File: config.mk
export PLATFORM = sky130hd
export DESIGN_NAME = heater_duty_ctrl
export DESIGN_NICKNAME = d
export VERILOG_FILES = /design/src/rtl/heater_duty_ctrl.sv
export SDC_FILE = /design/constraint.sdc
export NUM_CORES = 1
export LEC_CHECK = 0
export CORE_MARGIN = 3
export CORE_UTILIZATION = 40
export DETAILED_ROUTE_END_ITERATION = 16
export GPL_TIMING_DRIVEN = 0
export PLACE_DENSITY = 0.59
export SLEW_MARGIN = 20
export SYNTH_ARGS = -nofsm -noshare
export SYNTH_HDL_FRONTEND = slang
export SYNTH_SLANG_ARGS = --single-unit
File: constraint.sdc
create_clock -name Clk -period 6 [get_ports Clk]
set_clock_uncertainty 0.1 [all_clocks]
set_input_delay 0.6 -clock Clk [delete_from_list [all_inputs] [get_ports Clk]]
set_output_delay 0.6 -clock Clk [all_outputs]
set_load 0.05 [all_outputs]
File: src/rtl/heater_duty_ctrl.sv
// Duty-cycle scheduler for the ring-oscillator heater.
// Turns a latched period/on-time/run-length configuration into a registered
// heater enable word and a status word (busy, sticky done, period count).
module heater_duty_ctrl #(
  parameter int BUS_WIDTH = 32,
  parameter int CNT_W     = 16
) (
  input  logic                 Clk,
  input  logic                 Reset_n,
  input  logic [BUS_WIDTH-1:0] cfg_reg,
  input  logic [BUS_WIDTH-1:0] run_len,
  input  logic                 start,
  input  logic                 stop,
  output logic [BUS_WIDTH-1:0] heat_ctrl,
  output logic [BUS_WIDTH-1:0] status
);

  localparam int CNT_BITS = BUS_WIDTH - 2;

  typedef enum logic [1:0] {IDLE, ON, OFF, DONE} state_t;

  state_t               state_q, state_d;
  logic [CNT_W-1:0]     period_q, period_d;
  logic [CNT_W-1:0]     on_q, on_d;
  logic [CNT_W-1:0]     phase_q, phase_d;
  logic [BUS_WIDTH-1:0] run_len_q, run_len_d;
  logic [CNT_BITS-1:0]  count_q, count_d;
  logic                 done_q, done_d;
  logic                 heat_q, busy_q;

  logic [CNT_W-1:0]     cfg_period;
  logic [CNT_W-1:0]     cfg_on;

  assign cfg_period = cfg_reg[CNT_W-1:0];
  assign cfg_on     = cfg_reg[2*CNT_W-1:CNT_W];

  // Period count saturates instead of wrapping so software never sees it roll over.
  function automatic logic [CNT_BITS-1:0] sat_inc(input logic [CNT_BITS-1:0] v);
    if (&v) return v;
    else    return v + CNT_BITS'(1);
  endfunction

  // Next-state: run acceptance, phase stepping, period accounting and abort.
  always_comb begin
    state_d   = state_q;
    period_d  = period_q;
    on_d      = on_q;
    phase_d   = phase_q;
    run_len_d = run_len_q;
    count_d   = count_q;
    done_d    = done_q;
    case (state_q)
      IDLE, DONE: begin
        // stop wins over a simultaneous start, leaving the state untouched
        if (start && !stop) begin
          period_d  = cfg_period;
          on_d      = cfg_on;
          run_len_d = run_len;
          count_d   = '0;
          done_d    = 1'b0;
          phase_d   = '0;
          if (cfg_period == '0 || cfg_on == '0) begin
            state_d = DONE;
            done_d  = 1'b1;
          end else begin
            state_d = ON;
          end
        end
      end
      ON, OFF: begin
        if (stop) begin
          // partial period is dropped from the count
          state_d = DONE;
          done_d  = 1'b1;
        end else if (phase_q == period_q - CNT_W'(1)) begin
          phase_d = '0;
          count_d = sat_inc(count_q);
          if (run_len_q != '0 && BUS_WIDTH'(count_d) == run_len_q) begin
            state_d = DONE;
            done_d  = 1'b1;
          end else begin
            state_d = ON;
          end
        end else begin
          phase_d = phase_q + CNT_W'(1);
          // on-time >= period keeps this true for the whole period
          state_d = (phase_d < on_q) ? ON : OFF;
        end
      end
      default: state_d = IDLE;
    endcase
  end

  // State, latched configuration, counters and registered outputs.
  always_ff @(posedge Clk or negedge Reset_n) begin
    if (!Reset_n) begin
      state_q   <= IDLE;
      period_q  <= '0;
      on_q      <= '0;
      phase_q   <= '0;
      run_len_q <= '0;
      count_q   <= '0;
      done_q    <= 1'b0;
      heat_q    <= 1'b0;
      busy_q    <= 1'b0;
    end else begin
      state_q   <= state_d;
      period_q  <= period_d;
      on_q      <= on_d;
      phase_q   <= phase_d;
      run_len_q <= run_len_d;
      count_q   <= count_d;
      done_q    <= done_d;
      heat_q    <= (state_d == ON);
      busy_q    <= (state_d == ON) || (state_d == OFF);
    end
  end

  assign heat_ctrl = {{(BUS_WIDTH-1){1'b0}}, heat_q};
  assign status    = {count_q, done_q, busy_q};

endmodule

After elaboration in Yosys (flattened, before gate mapping)
Cells that the tools add are included.
Widths: inputs -> output; s select.
{ "word_totals": {"register_bits": 115, "inputBits": 68, "output_inout_bits": 64, "wordCells": 66} }
{ "op_classes": {"n_addsub": 3, "order_cmp": 1, "n_eq_ne": 12, "muxes": 25, "n_reduce_logical": 16} }
{ "ops": {"columns": ["operator", "count"], "rows": [
  ["$mux 30", 7],
  ["$pmux 30 s2", 1],
  ["$mux 16", 3],
  ["$eq 30x32->1", 1],
  ["$logic_not 16->1", 2],
  ["$pmux 16 s2", 1],
  ["$reduce_bool 32->1", 1],
  ["$add 30x1->30 const B", 1],
  ["$reduce_and 30->1", 1],
  ["$add 16x1->16 const B", 1],
  ["$eq 16x16->1", 1],
  ["$lt 16x16->1", 1],
  ["$sub 16x1->16 const B", 1],
  ["$mux 2", 6],
  ["$eq 2x2->1 const B", 3],
  ["$ne 2x2->1 const B", 3],
  ["$ne 3x3->1 const B", 2],
  ["$reduce_and 3->1", 2],
  ["$mux 1", 5],
  ["$eq 2x1->1 const B", 2],
  ["$pmux 2 s2", 1],
  ["$reduce_and 2->1", 2],
  ["$reduce_or 2->1", 2],
  ["$logic_and 1x1->1", 2],
  ["4 further kinds", 5]
]} }

Longest topological paths before layout
{ "depth": {"depth_word": 13, "depth_mapped": 17, "ltp_nobuf": 17} }

Least setup slack after synthesis
Ideal clock, no wire load.
{ "synth_timing": {"kind": "register to register", "startpoint": "register count_q[11]", "endpoint": "register busy_q", "setup_ns": 0.113, "arrival_time_ns": 3.300, "required_ns": 5.787, "path_slack_ns": 2.487, "path_stages_with_launch": 13, "n_path_buf": 1, "synth_period_minus_slack_ns": 3.513, "path_cell_list": "dfrtp_1 buf_4 nand3_1 or4_4 or4_4 a2bb2oi_2 nand4_1 a2111oi_2 and4_1 o311a_1 nor2b_1 ha_1 inv_1"} }
{ "synth_between": {"elab_chain_len": 13, "elab_cells_between_ends": 15, "cone_classes": "add/sub (1); eq/ne (3); mux (8); reduce/logical (3)"} }
{ "synth_rtl": {"columns": ["item", "line", "text"], "rows": [
  ["start, declared", "27", "logic [CNT_BITS-1:0] count_q, count_d;"],
  ["start signal, assigned", "112", "count_q <= count_d;"],
  ["$add 30x1->30 or $reduce_and 30->1 (tied branches)", "40, 39", null],
  ["$mux 30 (*)", "39", "if (&v) return v;"],
  ["$mux 30 (*)", "75", "end else if (phase_q == period_q - CNT_W'(1)) begin"],
  ["$mux 30 (*)", "71", "if (stop) begin"],
  ["$mux 30 (*)", "52", "case (state_q)"],
  ["$eq 30x32->1 (*)", "78", "if (run_len_q != '0 && BUS_WIDTH'(count_d) == run_len_q) begin"],
  ["$logic_and 1x1->1 (*)", "78", null],
  ["$mux 2 (*)", "78", null],
  ["$mux 2 (*)", "75", null],
  ["$mux 2 (*)", "71", null],
  ["$pmux 2 s2 (*)", "52", null],
  ["$eq 2x1->1 or $eq 2x2->1 (tied branches)", "115", "busy_q <= (state_d == ON) || (state_d == OFF);"],
  ["$logic_or 1x1->1 (*)", "115", null],
  ["end signal, assigned", "115", null],
  ["end, declared", "29", "logic heat_q, busy_q;"]
]} }
Mark *: on every way between the ends. The rest lies on a longest branch, timed or not. The select of a mux whose other input is x is not followed.
A chain may end at the register's enable or synchronous reset.

Worst setup path after layout
{ "layout_timing": {"startpoint": "register count_q[17]", "endpoint": "register busy_q"} }
The elaborated chain is that of the path after synthesis.

==> impl_metrics.csv <==
group,metric,value,unit
pwr,seqPwrFrac,36.6,%
die,floorplan.core_area,0.0189,sq mm
detailed_routing,totalWireLength,24100,um
outcome,violated_checks,"hold timing",
cts,post_cts_buffers,0,
placement,hpwlAfterDp,18000,um
detailed_routing,drt-initial-drc-count,651,
die,dieHeight,145,um
placement,routabilityCongestion,0.952,
synth,number_of_enable_type_register_cells_in_the_synthesized_netlist,0,
timing,fin_setup_tns,0,ns
setup_path,cp.required,6.21,ns
timing,timing_worst_slew_pin_value,0.967,ns
detailed_routing,detail_route.vias_per_cell,5.54,
grt,grt_antenna_before_repair,0,
layout,layout.area.seq,0.00288,sq mm
timing,min_period,4.11,ns
layout,fill_cells,1797,
pwr,share_of_total_power_consumed_by_net_switching,30.7,%
synth,post_synthesis_cell_area,0.00778,sq mm
setup_path,crit_slowest_cell,"sky130_fd_sc_hd__nor4_2",
timing,holdWs,-0.0115,ns
setup_path,critical_path.cell_chain,"buf_2, nand3_1, nor4_2, buf_2, nand2_1, o311ai_0, o211ai_1, nor4_1, and4_1, o311a_1, nor2b_1, ha_1, inv_1",
die,die_w,145,um
die,fp.dieArea,0.0212,sq mm
min_path,min_path_type,"in2async",
cts,cts_resized,0,
setup_path,timing.reg2reg.worst_path_depth,13,
grt,all_layer_global_routing_usage,22.8,%
detailed_routing,number_of_nets_still_failing_antenna_checks_after_routing,0,
setup_path,timing.critical_path.to_type,"flip-flop",
layout,mostFrequentLayoutCells,"sky130_fd_sc_hd__dfrtp_1 (115), sky130_fd_sc_hd__clkdlybuf4s50_1 (99), sky130_fd_sc_hd__nand2_1 (66), sky130_fd_sc_hd__o21ai_0 (55), sky130_fd_sc_hd__xnor2_1 (48)",
pwr,clkPwrFrac,39.9,%
cts,cts_hold_repair.buffers,0,
cts,cts-buffers-inserted,17,
layout,proportion_of_layout_cells_with_a_drive_suffix_above_1,15.5,%
setup_path,worstReg2RegStart,"count_q[17]$_DFFE_PN0P_",
setup_path,critPathArrivalTime,4.33,ns
synth,post_synth.cell_area_avg,9.31,sq um
synth,synth_sequential_area_ratio,37.0,%
die,initial_utilization,41.2,%
detailed_routing,drt_drc_violations_left,0,
cts,clock_tree.root_cell,"sky130_fd_sc_hd__clkbuf_16",
timing,slew_viol_final,0,
timing,maxSlewHeadroom,35.1,%
timing,setup_viol_count_final,0,
layout,finalNetCount,1073,
layout,area_delta_synth_final,26.8,%
setup_path,timing.critical_path.from,"count_q[17]$_DFFE_PN0P_",
outcome,status,"finished, violations left",
cts,clock_latency,0.42,ns
pwr,internal_power,1.88,mW
synth,ys_types,76,
detailed_routing,num_vias,6978,
pwr,power_dens_cells,276,mW/mm^2
pwr,vdd.ir_drop.worst,169,uV
setup_path,criticalPathCategory,"reg2reg",
grt,grt_max_degree,75,
cts,tritoncts_clock_tree,"done",
die,row_count,50,
setup_path,setup.reg_to_reg.worst_slack,1.89,ns
detailed_routing,detail_route.wirelength.met1,12100,um
synth,synth_async_sr_flop_share,100,%
setup_path,critical_path.top_delay_family,"simple AND/OR/NAND/NOR gates",
layout,mostFrequentLayoutCell,"sky130_fd_sc_hd__dfrtp_1",
grt,first_global_vias,6549,
grt,globalRouteOverflowTotal,0,
cts,htree_levels,4,
timing,final_min_period_over_clock_period,68.6,%
cts,worst_setup_hold_path_clk_slew,0.06,ns
pwr,p_total,2.72,mW
synth,top_flip_flop_cell_by_instance_count_after_synthesis,"sky130_fd_sc_hd__dfrtp_1",
pwr,power.net_switching,836,uW
setup_path,worstPathMaxFanout,10,
setup_path,cp_common_cell,"sky130_fd_sc_hd__buf_2",
pwr,power.share.combinational,23.5,%
timing,finalHoldViolCount,9,
layout,antenna_cells,0,
cts,cts.path.max_buffers,2,
detailed_routing,detailed_routing_iteration_count_for_the_pre_antenna_repair_pass,5,
synth,ys_seq_elements,115,
detailed_routing,met3_wirelength,1710,um
detailed_routing,topRoutingLayerUsed,"met4",
setup_path,crit_path_max_incr_delay,0.72,ns
timing,grt_setup_unrepaired,"no",
layout,multi_input_comb_area,0.00440,sq mm
die,ioPinCount,132,
synth,synth_cells,836,
job,max_cap_viol_count,0,
timing,max_freq,243,MHz
placement,place.port_buffers,100,
pwr,power.static_leakage,4.04,nW
cts,cts.sinks,115,
synth,yosys_warnings,0,
detailed_routing,met2RoutedLength,9860,um
detailed_routing,post_drt_wl_per_cell,19.2,um
setup_path,timing.critical_path.buf_inv,3,
setup_path,r2r_end,"busy_q$_DFF_PN0_",
grt,grt_first_pass_wirelength,38000,um
setup_path,worst_setup_path_start_kind,"flip-flop",
==> metrics by stage <==
stage	hold slack, ns	setup WS (ns)	std cells	util [%]	area, sq um
2_1_floorplan	0.204	2.49	866	-	7890
3_3_place_gp	0.391	-0.461	1226	48.8	9220
3_5_place_dp	0.402	1.98	1227	49.0	9250
4_1_cts	0.000940	1.95	1259	52.2	9870
5_1_grt	0.0164	1.65	1259	52.2	9870
6_report	-0.0115	1.89	1259	52.2	9870
==> per-layer routing <==
metal	track usage (%)	vias up
met3	4.17	28
li1	-	3307
met2	31.7	276
met4	6.41	0
met5	0	-
met1	36.0	3367
==> state kept, by name, indices dropped and copies added, names as in the netlist <==
name and count:
count_q 30, state_q 2, run_len_q 32, done_q 1, period_q 16, phase_q 16, busy_q 1, heat_q 1
on_q 16
==> power by group through the flow <==
| stage | Sequential (mW) | Combinational, mW | Clock (mW) |
|---|---|---|---|
| after floorplan | 0.978 | 0.446 | 0 |
| after global placement | 1.01 | 0.626 | 0 |
| after detailed placement | 1.01 | 0.634 | 0 |
| after CTS | 0.994 | 0.639 | 1.10 |
| after global routing | 1.01 | 0.701 | 1.14 |
| final | 0.995 | 0.639 | 1.09 |
==> worst register-to-register path, stage by stage (launching register included) <==
cell and delay (ns):
sky130_fd_sc_hd__dfrtp_1 0.37, sky130_fd_sc_hd__buf_2 0.23, sky130_fd_sc_hd__nand3_1 0.23, sky130_fd_sc_hd__nor4_2 0.72, sky130_fd_sc_hd__buf_2 0.39, sky130_fd_sc_hd__nand2_1 0.13, sky130_fd_sc_hd__o311ai_0 0.51, sky130_fd_sc_hd__o211ai_1 0.18
sky130_fd_sc_hd__nor4_1 0.36, sky130_fd_sc_hd__and4_1 0.28, sky130_fd_sc_hd__o311a_1 0.18, sky130_fd_sc_hd__nor2b_1 0.06, sky130_fd_sc_hd__ha_1 0.26, sky130_fd_sc_hd__inv_1 0.03
==> cell families (layout without fill, tap and decap cells) <==
group / Yosys count / after routing / synth area share [%]
buffers and inverters: 114 / 247 / 7.98
other: 1 / 31 / 0.0482
adders and majority gates: 19 / 19 / 3.06
DFF: 115 / 115 / 37.0
xor gates and xnor gates: 72 / 72 / 8.28
muxes: 46 / 46 / 6.61
and+or+nand+nor: 283 / 283 / 20.6
AOI/OAI and AO/OA: 186 / 186 / 16.5
==> final cells by class <==
type                            count  area share, %
Clock inverter                      9           1.55
Inverter                           29           1.10
Timing Repair Buffer              101           10.4
Tap cell                          260           3.30
Clock buffer                       23           4.74
Multi-Input combinational cell    637           44.5
Sequential cell                   115           29.2
Buffer                             85           5.19
==> synth_stat cells, types with 19 or more instances <==
cell type                  number  area, sq um
sky130_fd_sc_hd__o21ai_0       55          275
sky130_fd_sc_hd__nor4_1        22          138
sky130_fd_sc_hd__xor2_1        23          201
sky130_fd_sc_hd__o21ai_1       21          105
sky130_fd_sc_hd__buf_4         37          278
sky130_fd_sc_hd__nand4_1       32          200
sky130_fd_sc_hd__nand3_1       23          115
sky130_fd_sc_hd__ha_1          19          238
sky130_fd_sc_hd__nand2_1       66          248
sky130_fd_sc_hd__nor2_1        46          173
sky130_fd_sc_hd__mux2_2        43          484
sky130_fd_sc_hd__clkbuf_1      29          109
sky130_fd_sc_hd__dfrtp_1      115         2880
sky130_fd_sc_hd__inv_1         28          105
sky130_fd_sc_hd__xnor2_1       48          420
==> worst max path at each step <==
stage / to / depth (start not counted)
detailed placement: busy_q$_DFF_PN0_ / 13
global placement: on_q[11]$_DFFE_PN0P_ / 1
finish: busy_q$_DFF_PN0_ / 13
floorplan: busy_q$_DFF_PN0_ / 12
CTS: busy_q$_DFF_PN0_ / 13
global route: busy_q$_DFF_PN0_ / 13
Note: power is estimated with default switching activity, not from simulation.
